[src/rtl/calc_sequencer.sv]
// Sequencing FSM for the 8-bit calculator. It captures A, the operator and B,
// holds them steady for the ALU during a settle window, then latches the result.
module calc_sequencer #(
  parameter int SETTLE = 2
) (
  input  logic        clk,
  input  logic        rst_n,
  input  logic [7:0]  sw,
  input  logic [1:0]  op_sel,
  input  logic        enter_p,
  input  logic        op_p,
  input  logic        clr_p,
  input  logic [7:0]  alu_result,
  input  logic [2:0]  alu_rem,
  output logic [7:0]  a,
  output logic [7:0]  b,
  output logic [10:0] op_code,
  output logic [7:0]  result,
  output logic [2:0]  rem_q,
  output logic        done,
  output logic        err,
  output logic        busy,
  output logic [2:0]  phase
);

  typedef enum logic [2:0] {
    S_A    = 3'd0,
    S_OP   = 3'd1,
    S_B    = 3'd2,
    S_EXEC = 3'd3,
    S_SHOW = 3'd4,
    S_ERR  = 3'd5
  } state_t;

  localparam logic [3:0] LAST = 4'(SETTLE - 1);

  state_t      state;
  logic [3:0]  cnt;
  logic [10:0] sel_onehot;

  always_comb begin
    sel_onehot = '0;
    sel_onehot[op_sel] = 1'b1;
  end

  // Clear behaves exactly like reset, so it also wins over an EXEC completion.
  always_ff @(posedge clk) begin
    if (!rst_n || clr_p) begin
      state   <= S_A;
      cnt     <= '0;
      a       <= '0;
      b       <= '0;
      op_code <= '0;
      result  <= '0;
      rem_q   <= '0;
      done    <= 1'b0;
    end else begin
      done <= 1'b0;
      case (state)
        S_A: begin
          if (enter_p) begin
            a     <= sw;
            state <= S_OP;
          end
        end
        S_OP: begin
          if (op_p) begin
            op_code <= sel_onehot;
            state   <= S_B;
          end
        end
        S_B: begin
          if (op_p) begin
            op_code <= sel_onehot;
          end else if (enter_p) begin
            b     <= sw;
            cnt   <= '0;
            state <= S_EXEC;
          end
        end
        S_EXEC: begin
          cnt <= cnt + 4'd1;
          if (cnt == LAST) begin
            if (op_code[3] && (b == 8'd0)) begin
              state <= S_ERR;
            end else begin
              result <= alu_result;
              rem_q  <= alu_rem;
              done   <= 1'b1;
              state  <= S_SHOW;
            end
          end
        end
        S_SHOW: begin
          if (op_p) begin
            a       <= result;
            b       <= '0;
            op_code <= sel_onehot;
            state   <= S_B;
          end else if (enter_p) begin
            a       <= sw;
            b       <= '0;
            op_code <= '0;
            state   <= S_OP;
          end
        end
        S_ERR: begin
        end
        default: state <= S_A;
      endcase
    end
  end

  // Status outputs are pure decodes of the state register.
  assign phase = state;
  assign busy  = (state == S_EXEC);
  assign err   = (state == S_ERR);

endmodule

[config.mk]
export PLATFORM = sky130hd
export DESIGN_NAME = calc_sequencer
export DESIGN_NICKNAME = d
export VERILOG_FILES = /design/src/rtl/calc_sequencer.sv
export SDC_FILE = /design/constraint.sdc
export NUM_CORES = 1
export LEC_CHECK = 0
export BUFFER_PORTS_ARGS = -buffer_cell sky130_fd_sc_hd__clkbuf_2
export CAP_MARGIN = 20
export CORE_AREA = 2 2 58 87
export DETAILED_ROUTE_END_ITERATION = 6
export DIE_AREA = 0 0 60 89
export PLACE_DENSITY = 0.74
export SLEW_MARGIN = 15
export SYNTH_ARGS = -nofsm -noshare
export SYNTH_HDL_FRONTEND = slang
export SYNTH_SLANG_ARGS = --single-unit
[constraint.sdc]
create_clock -name clk -period 1.46 [get_ports clk]
set_input_delay 0.146 -clock clk [delete_from_list [all_inputs] [get_ports clk]]
set_output_delay 0.146 -clock clk [all_outputs]
set_load 0.005 [all_outputs]
# Word-level counts from Yosys, hierarchy flattened
# Index checks and enable logic that the tools add are counted.
[op_classes]
n_addsub = 1
n_lt_le_gt_ge = 2
eq_ne = 12
n_mux = 26
bitwise_logic = 4
reduce_logical = 17
[op_table]
columns = ["op", "n"]
rows = [
  ["two-way mux 8 bit", 6],
  ["two-way mux 11 bit", 3],
  ["case mux 8 bit (2 select lines)", 2],
  ["case mux 11 bit (2 select lines)", 1],
  ["two-way mux 3 bit", 6],
  ["case mux 3 bit (6 select lines)", 1],
  ["AND reduction 3 bit", 3],
  ["logical NOT 8 bit", 1],
  ["two-way mux 4 bit", 2],
  ["case mux 4 bit (2 select lines)", 1],
  ["nonzero test 2 bit", 4],
  ["equality test 3 x 2 -> 1 bit, second input constant", 2],
  ["equality test 3 bit, second input constant", 2],
  ["inequality test 2 bit, second input constant", 3],
  ["less-than comparator 2 x 5 -> 1 bit, second input constant", 1],
  ["AND reduction 5 bit", 1],
  ["adder 4 x 1 -> 4 bit, second input constant", 1],
  ["equality test 4 x 1 -> 1 bit, second input constant", 1],
  ["inequality test 2 x 1 -> 1 bit, second input constant", 2],
  ["inverter 1 bit", 4],
  ["AND reduction 4 bit", 1],
  ["equality test 3 x 1 -> 1 bit, second input constant", 1],
  ["logical NOT 3 bit", 1],
  ["two-way mux 1 bit", 3],
  ["8 further kinds", 9],
]
[totals]
reg_bits = 46
in_bits = 26
output_inout_bits = 44
word_cells = 70

# Depth between registers and ports, before layout
# Gate-level depths: netlist of the first run.
[depth]
word_depth = 6
depth_mapped = 7
mapped_depth_nobuf = 6

# Worst setup path before layout of the first run
# No wires, ideal clock.
[synth_path]
path_kind = "flip-flop to flip-flop"
startpoint = "reg cnt[0]"
endpoint = "reg result[5]"
setup_time_ps = 132
t_arrival_ps = 1424
required_time_ps = 1328
setup_slack_ps = -96
stages_incl_launch_ff = 7
n_path_buf = 1
period_less_slack_ps = 1556
path_cell_list = "dfxtp_1 > ha_1 > or3b_4 > or2_1 > buf_6 > o21ai_1 > a21oi_1"
[synth_via]
elab_chain_len = 2
[synth_lines]
columns = ["element", "line_no", "rtl"]
rows = [
  ["start, declared", "38", "logic [3:0] cnt;"],
  ["start signal, assigned", "82", "cnt <= cnt + 4'd1;"],
  ["equality test 4 x 1 -> 1 bit", "83", "if (cnt == LAST) begin"],
  ["AND reduction 3 bit (no line)", "--", ""],
  ["end signal, assigned", "87", "result <= alu_result;"],
  ["end, declared", "18", "output logic [7:0] result,"],
]
# No other way between the ends.
# A chain may end at the register's enable or synchronous reset.

# Worst setup path after layout of the first run
[layout_path]
startpoint = "reg cnt[1]"
endpoint = "reg result[7]"
# The elaborated chain is that of the path after synthesis.

==> metrics.cfg, run 1 <==
[timing]
period_minus_slack_ns=1.58
fmax_mhz=632
final_hold_viol_count=0
rsz0062_at_grt=true
setup_viol=12
setup_ws_ns=-0.122
finalMaxSlewViolations=0
fin_crit_sh_pct=108
worst_hold_slack_ns=0.0726
finClkSkew_ns=0.0103

[setup_path]
cp.required_ns=1.64
r2r_start=cnt[1]
worst_path_largest_cell_delay_ns=0.37
reg2reg_slack_ns=-0.12
reg2reg_depth=7
start_kind=register
cp_slowest_cell=or3b_4
r2r-end=result[7]
path_cells=inv_2 > ha_4 > or3b_4 > or2_4 > buf_6 > o21ai_2 > a21oi_1
path_max_fanout=8
crit_arrival_ns=1.76
timing_worst_setup_path_type=register to register
crit_path_end_kind=register

[yosys]
synth_ff_type=dfxtp_1
synth-seq-area-share_pct=39.3
ys_top_cells_by_area=dfxtp_1 (39%), a21oi_1 (8.1%), o21ai_0 (8.1%)
synthDominantCellAreaShare_pct=39.3
ys_warn_count=0
synth_largest_area_cell=dfxtp_1
synth_seq_cells=39
syn_area_per_cell_um2=8.38
syn_inst=237
yosysMostFrequentCell=dfxtp_1
netlist_area_um2=1990
ys_types=45
yosys-top-cells-count=dfxtp_1 (39), a21oi_1 (32), o21ai_0 (32)
async_flop_share_pct=0
synth_edf_count=0

[cells_and_area]
final_layout_size_suffix_gt1_share_pct=43.0
fillers=412
multi_input_area_um2=1140
antenna_cells=0
fin_util_pct=59.5
syn_to_final_growth_pct=36.0
nNetsFinal=344
register_area_um2=786

[die]
rows=30
num_io_pins=70
die_y_um=89
start_util_pct=43.7
dieArea_um2=5340
core_area_um2=4540
die_x_um=60

[cts]
clockRootBuffer=clkbuf_8
clk_transition_reported_paths_ns=0.08
cts_made_buffers=5
clock_latency_ns=0.29
hold_buffers=0
cts_buffer_depth=2
cts.sinks=39
cts_tree=built
cts_max_level=2

[route]
postRouteWirelength_um=5580
dr_wl_met3_um=277
routed_via_density=5.40
wl_per_cell_um=14.7
dr.first_iter.drc_count=60
route.met2.wl_um=2950
met1_length_um=2200
drt_pass1_iterations=4
ant_nets=0
top_layer=met4
vias=2051
route.detailed.drc=0

[global_route]
grt_usage_pct=20.7
antenna_found_initial=0
grt_max_degree=26
grt_pass1_wl_um=8440
grt_overflow=0
grt_pass1_vias=1892

[outcome]
status=complete, but fails checks
violations=negative setup slack

[hold_path]
hold_depth=3
hold_start=alu_rem[1]
hp-class=primary input to register
holdPathEnd=rem_q[1]

[placed_design]
post-dp-hpwl_um=3990
port_buffers=62
routabilityCongestion=0.882

[pwr]
vdd_drop_max_v=0.000598
power.density_nw_per_um2=810
p_leak_uw=0.00111
finalPower_uw=2190

[job]
drv_cap=0

## state kept, by name, summed over array words and instances, names as in the netlist
register	flops
a	8
b	8
cnt	4
done	1
op_code	4
phase	3
rem_q	3
result	8
## final cells by class
type / instances / area share, %
Clock buffer: 5 / 2.55
Inverter: 5 / 0.880
Timing Repair Buffer: 91 / 20.8
Sequential cell: 39 / 29.1
Clock inverter: 2 / 1.39
Multi-Input combinational cell: 174 / 42.3
Tap cell: 64 / 2.96
## where the power goes
part	internal [uW]	leakage (uW)	switching [uW]
combinational	97.3	0.000745	125
clock	499	0.0000502	381
sequential	1080	0.000317	8.79
total	1670	0.00111	515
## layout by cell type, fill, tap and decap left out, types with 2 or more instances in the layout
master      instances
nor2_1             12
nand2_1             9
clkbuf_2           62
o211ai_1            2
nand3_1             8
buf_4              22
nor2_4              2
o2111ai_1           8
nor2b_1             4
mux2i_1             4
and2b_1             2
nor3_1              2
nor3_2              2
dfxtp_1            35
o21ai_2             9
xor2_1              2
o21ai_0            30
clkbuf_8            5
clkinvlp_4          2
a21oi_1            29
nand3_2             5
inv_1               2
dfxtp_2             4
buf_6               6
nand3b_1           11
a21oi_2             4
conb_1              7
## what timing repair did
item / in CTS / in global routing
setup endpoints to repair: 15 / 19
pin swaps: 9 / 3
gates resized for setup: 25 / 9
setup buffers: 0 / 2
gates cloned: 1 / 0
## logic make-up after synthesis
kind of cell,Yosys count,share of synthesized area (%)
compound gates,91,28.0
simple gates,68,19.8
flops,39,39.3
buf+inv,30,8.57
mux,4,2.02
fa+ha+maj,2,1.26
xor+xnor,2,0.882
other cells,1,0.189
## metal layers
metal  track usage, %  up-vias
met4             9.09        0
met2             36.6       74
met3             4.34       16
met5                0        -
met1             23.5      965
li1                 -      996
## worst max path at each step
| stage | from | endpoint | slack, ns | depth (start not counted) |
|---|---|---|---|---|
| 6_report | cnt[1] | result[7] | -0.12 | 7 |
| 5_1_grt | cnt[1] | result[0] | -0.18 | 7 |
| 4_1_cts | cnt[1] | result[6] | -0.11 | 7 |
| 3_5_place_dp | cnt[1] | rem_q[0] | -0.14 | 7 |
| 3_3_place_gp | cnt[1] | result[4] | -0.1 | 8 |
| 2_1_floorplan | cnt[1] | result[5] | -0.06 | 7 |
## stage by stage
stage	worst slack (ns)	setup TNS [ns]	area, um^2	instances
3_5_place_dp	-0.136	-1.31	2460	370
5_1_grt	-0.181	-2.21	2700	380
4_1_cts	-0.108	-1.03	2650	378
3_3_place_gp	-0.0983	-1.04	2460	370
6_report	-0.122	-1.14	2700	380
2_1_floorplan	-0.0637	-0.451	2010	243
## worst max-delay path, delay by kind of cell (launching register included)
family,cells,cell delay [ns]
AO/OA/AOI/OAI,2,0.19
adder cells (fa/ha/maj),1,0.11
buffers and inverters,2,0.21
flip-flops,1,0.33
AND/OR/NAND/NOR,2,0.62
Note: power is estimated with default switching activity, not from simulation.
==> run 2: changes to the inputs <==
Settings changed: CORE_AREA 2 2 58 87 to 2 2 53 80, DIE_AREA 0 0 60 89 to 0 0 55 82, PLACE_DENSITY 0.74 to 0.83.
Clock period 1.46 ns to 2 ns, I/O delays scaled along.
==> run 2 against run 1 <==
Effect of this change: the flow now finishes without violations; combinational power down 38%; clock power decreased by 23%; register-to-register slack improved by 0.34 ns; critical path depth is 3 lower; global-route usage rose by 4.5 points; total power is 26% lower; final cell count shrank 9.7%; sequential share of layout area increased by 3.2 points; critical endpoint is now err.
==> metrics.cfg, run 2 (synthesized netlist as in run 1, its figures left out) <==
[outcome]
status=finished, final reports clean

[cells_and_area]
multi_input_area_um2=1060
final_common_cell=clkbuf_2
fillers=348
layout_common_cells=clkbuf_2 (62), dfxtp_1 (39), o21ai_0 (32), a21oi_1 (32)
nNetsFinal=325
top_regs=a x8, b x8, result x8
register_area_um2=781
syn_to_final_growth_pct=21.7
final_layout_size_suffix_gt1_share_pct=31.9
fin_cells=343
antenna_cells=0

[timing]
worst_hold_slack_ns=0.141
finalMaxSlewViolations=0
period_minus_slack_ns=1.80
tightest_slew_ns=0.551
fmax_mhz=556
max_slew_margin_pct=63.3
setup_viol=0
finClkSkew_ns=0.00886
final_hold_viol_count=0
tns_ns=0
fin_crit_sh_pct=90.0
rsz0062_at_grt=false

[route]
postRouteWirelength_um=5140
wl_per_cell_um=15.0
ant_nets=0
route.detailed.drc=0
drt_pass1_iterations=5
vias=1953
dr.first_iter.drc_count=45
routed_via_density=5.69

[global_route]
grt_pass1_vias=1799
grt_max_degree=26
grt_overflow=0
grt_pass1_wl_um=8290
grt_usage_pct=25.2
antenna_found_initial=0

[placed_design]
post-dp-hpwl_um=3840
dp_cells=335
port_buffers=62
routabilityCongestion=0.829

[hold_path]
hold_start=alu_rem[2]
hp-class=primary input to register
hold_depth=3

[pwr]
vdd_drop_max_v=0.000679
power.density_nw_per_um2=667
p_leak_uw=0.00102

[setup_path]
cp_slowest_cell=dfxtp_1
path_cells=buf_4 > clkinv_1 > nor3_1 > clkbuf_2
path_max_fanout=10
crit_path_end_kind=output port
crit_buf_inv=3
crit_start=phase[2]
worst_path_largest_cell_delay_ns=0.47
crit_arrival_ns=1.60
timing_worst_setup_path_type=register to output port
reg2reg_depth=5
critPathTopFamily=buffers and inverters
r2r_start=cnt[0]
cp.required_ns=1.80
path_depth=4
start_kind=register

[cts]
cts_made_buffers=5
cts.sinks=39
clk_transition_reported_paths_ns=0.08
hold_buffers=0
post_cts_buffers=0
clock_latency_ns=0.29
clockRootBuffer=clkbuf_8
cts_resized=0
cts_max_level=2
cts_buffer_depth=2
cts_tree=built

[die]
start_util_pct=51.5
die_x_um=55
core_area_um2=3850
rows=28
die_y_um=82
dieArea_um2=4510
num_io_pins=70

[job]
drv_cap=0

run 2: changes by cell type in the layout (fill, tap and decap cells not counted), sizes merged:
cell,change
clkinvlp,-2
inv,+1
clkinv,+1
buf,-19
clkbuf,+1
run 2: final timing paths:
check                to  slack [ns]
max                 err        0.20
min            rem_q[2]        0.14
max reg2reg    rem_q[0]        0.22
min reg2reg  op_code[1]        0.46
run 2: routing by layer:
layer	GRT usage [%]	routed length (um)	vias up
li1	-	-	959
met1	30.0	1940	893
met2	40.4	2660	87
met3	6.36	372	14
met4	13.4	172	0
met5	0	0	-
run 2: where the power goes:
part           total, uW  internal [uW]  switching, uW  leakage (uW)
logic                139           57.5           81.8      0.000640
clock network        679            404            275     0.0000612
registers            793            786           6.75      0.000315
run 2: stage by stage:
stage	power [uW]	area [um^2]	util (%)	setup WS, ns
after floorplan	900	2010	-	0.444
after global placement	946	2300	59.6	0.274
after detailed placement	948	2300	59.6	0.226
after CTS	1610	2420	62.7	0.207
after global routing	1660	2420	62.7	0.0329
final	1610	2420	62.7	0.200
run 2: worst reg2reg max path: stages (launching register included):
cell	delay, ns
dfxtp_1	0.39
ha_1	0.15
or3b_4	0.38
or2_1	0.42
o21ai_0	0.23
a21oi_1	0.08
run 2: final cells by class:
class | count | area share (%)
multi-input cells | 174 | 43.8
flip-flops and latches | 39 | 32.3
repair buffers | 72 | 16.0
clock buffers | 6 | 3.42
well taps | 45 | 2.33
clock inverters | 2 | 1.45
inverters | 5 | 0.777
==> run 3: changes to the inputs <==
Settings changed: MAX_ROUTING_LAYER from default to met4.
==> run 3 against run 2 <==
Effect of this change: wire length fell by 0.19%; non-clock buffer count unchanged; sequential power hardly changed; sequential share of layout area stayed put; register-to-register slack barely moved; die area unchanged; combinational power is essentially flat; total power fell by 0.18%; final cell count is the same; clock skew down 0.0017 ns; setup slack lost 0.0023 ns; worst hold slack better by 0.0018 ns.
==> metrics.cfg, run 3 (synthesized netlist as in run 1, its figures left out) <==
[outcome]
status=finished, final reports clean

[placed_design]
post-dp-hpwl_um=3840
port_buffers=62
routabilityCongestion=0.842

[global_route]
gr-usage-met2_pct=40.5
top_usage_layer=met2
grt_pass1_vias=1802
use_met1_pct=30.5
grt_pass1_wl_um=8280
antenna_found_initial=0
met3_usage_pct=5.45
grt_max_degree=26
grt_usage_pct=25.9
grt_overflow=0

[setup_path]
r2r-end=rem_q[0]
crit_path_end_kind=output port
timing_worst_setup_path_type=register to output port
cp_slowest_cell=dfxtp_1
reg2reg_slack_ns=0.21
cp.required_ns=1.80
crit_start=phase[2]
crit_arrival_ns=1.60
crit_end=err
start_kind=register
path_max_fanout=10
reg2reg_depth=5
worst_path_largest_cell_delay_ns=0.47
r2r_start=cnt[0]
path_cells=buf_4 > clkinv_1 > nor3_1 > clkbuf_2

[die]
die_y_um=82
num_io_pins=70
start_util_pct=51.5
rows=28
core_area_um2=3850
die_x_um=55
dieArea_um2=4510

[timing]
tns_ns=0
finClkSkew_ns=0.00716
period_minus_slack_ns=1.80
final_hold_viol_count=0
max_slew_margin_pct=63.2
rsz0062_at_grt=false
setup_viol=0
finalMaxSlewViolations=0
tightest_slew_ns=0.551
fin_crit_sh_pct=90.1
fmax_mhz=555

[cts]
cts_resized=0
clockRootBuffer=clkbuf_8
cts_buffer_depth=2
cts_tree=built
clock_latency_ns=0.29
hold_buffers=0
post_cts_buffers=0
clk_transition_reported_paths_ns=0.08
cts.sinks=39
cts_made_buffers=5
cts_max_level=2

[route]
routed_via_density=5.69
ant_nets=0
drt_pass1_iterations=5
vias=1951
route.detailed.drc=0
dr.first_iter.drc_count=38
wl_per_cell_um=15.0
postRouteWirelength_um=5130

[cells_and_area]
final_common_cell=clkbuf_2
antenna_cells=0
layout_common_cells=clkbuf_2 (62), dfxtp_1 (39), o21ai_0 (32), a21oi_1 (32)
nNetsFinal=325
top_regs=a x8, b x8, result x8
fillers=348
final_layout_size_suffix_gt1_share_pct=31.9
syn_to_final_growth_pct=21.7

[pwr]
power.density_nw_per_um2=666
finalPower_uw=1610
vdd_drop_max_v=0.000680
p_leak_uw=0.00102

[hold_path]
hp-class=primary input to register

[job]
drv_cap=0

run 3: worst max-delay path: cells and delay by family, from the launching register on:
kind                   cells  cell delay, ns
buffers and inverters      3            0.59
flip-flops                 1            0.47
AND/OR/NAND/NOR            1            0.24
run 3: final cells by class:
cell class,count,area (um^2),share of cell area (%)
clock buffer,6,82.6,3.42
clock inverter,2,35.0,1.45
inverter,5,18.8,0.777
multi-input combinational,174,1060,43.8
sequential,39,781,32.3
tap,45,56.3,2.33
timing repair buffer,72,385,16.0
run 3: power by group:
group / switching, uW / internal (uW)
combinational: 81.9 / 57.5
sequential: 6.78 / 786
clock: 272 / 404
run 3: worst min path at each step:
| stage | start | to | depth (start not counted) |
|---|---|---|---|
| 2_1_floorplan | alu_rem[2] | rem_q[2] | 2 |
| 3_3_place_gp | alu_rem[0] | rem_q[0] | 3 |
| 3_5_place_dp | alu_result[7] | result[7] | 3 |
| 4_1_cts | alu_rem[2] | rem_q[2] | 3 |
| 5_1_grt | alu_result[3] | result[3] | 3 |
| 6_report | alu_rem[2] | rem_q[2] | 3 |
run 3: metrics by stage:
| stage | instances | hold WS (ns) | utilization (%) | setup slack [ns] | area [um^2] |
|---|---|---|---|---|---|
| after global placement | 335 | 0.435 | 59.6 | 0.274 | 2300 |
| after CTS | 343 | 0.135 | 62.7 | 0.207 | 2420 |
| after global routing | 343 | 0.147 | 62.7 | 0.0330 | 2420 |
| after detailed placement | 335 | 0.441 | 59.6 | 0.226 | 2300 |
| final | 343 | 0.142 | 62.7 | 0.198 | 2420 |
| after floorplan | 243 | 0.347 | - | 0.444 | 2010 |
run 3: routing by layer:
metal,vias to the layer above,part of all wire (%)
li1,961,-
met1,889,39
met2,83,51
met3,18,6.6
met4,0,3.8
met5,-,0
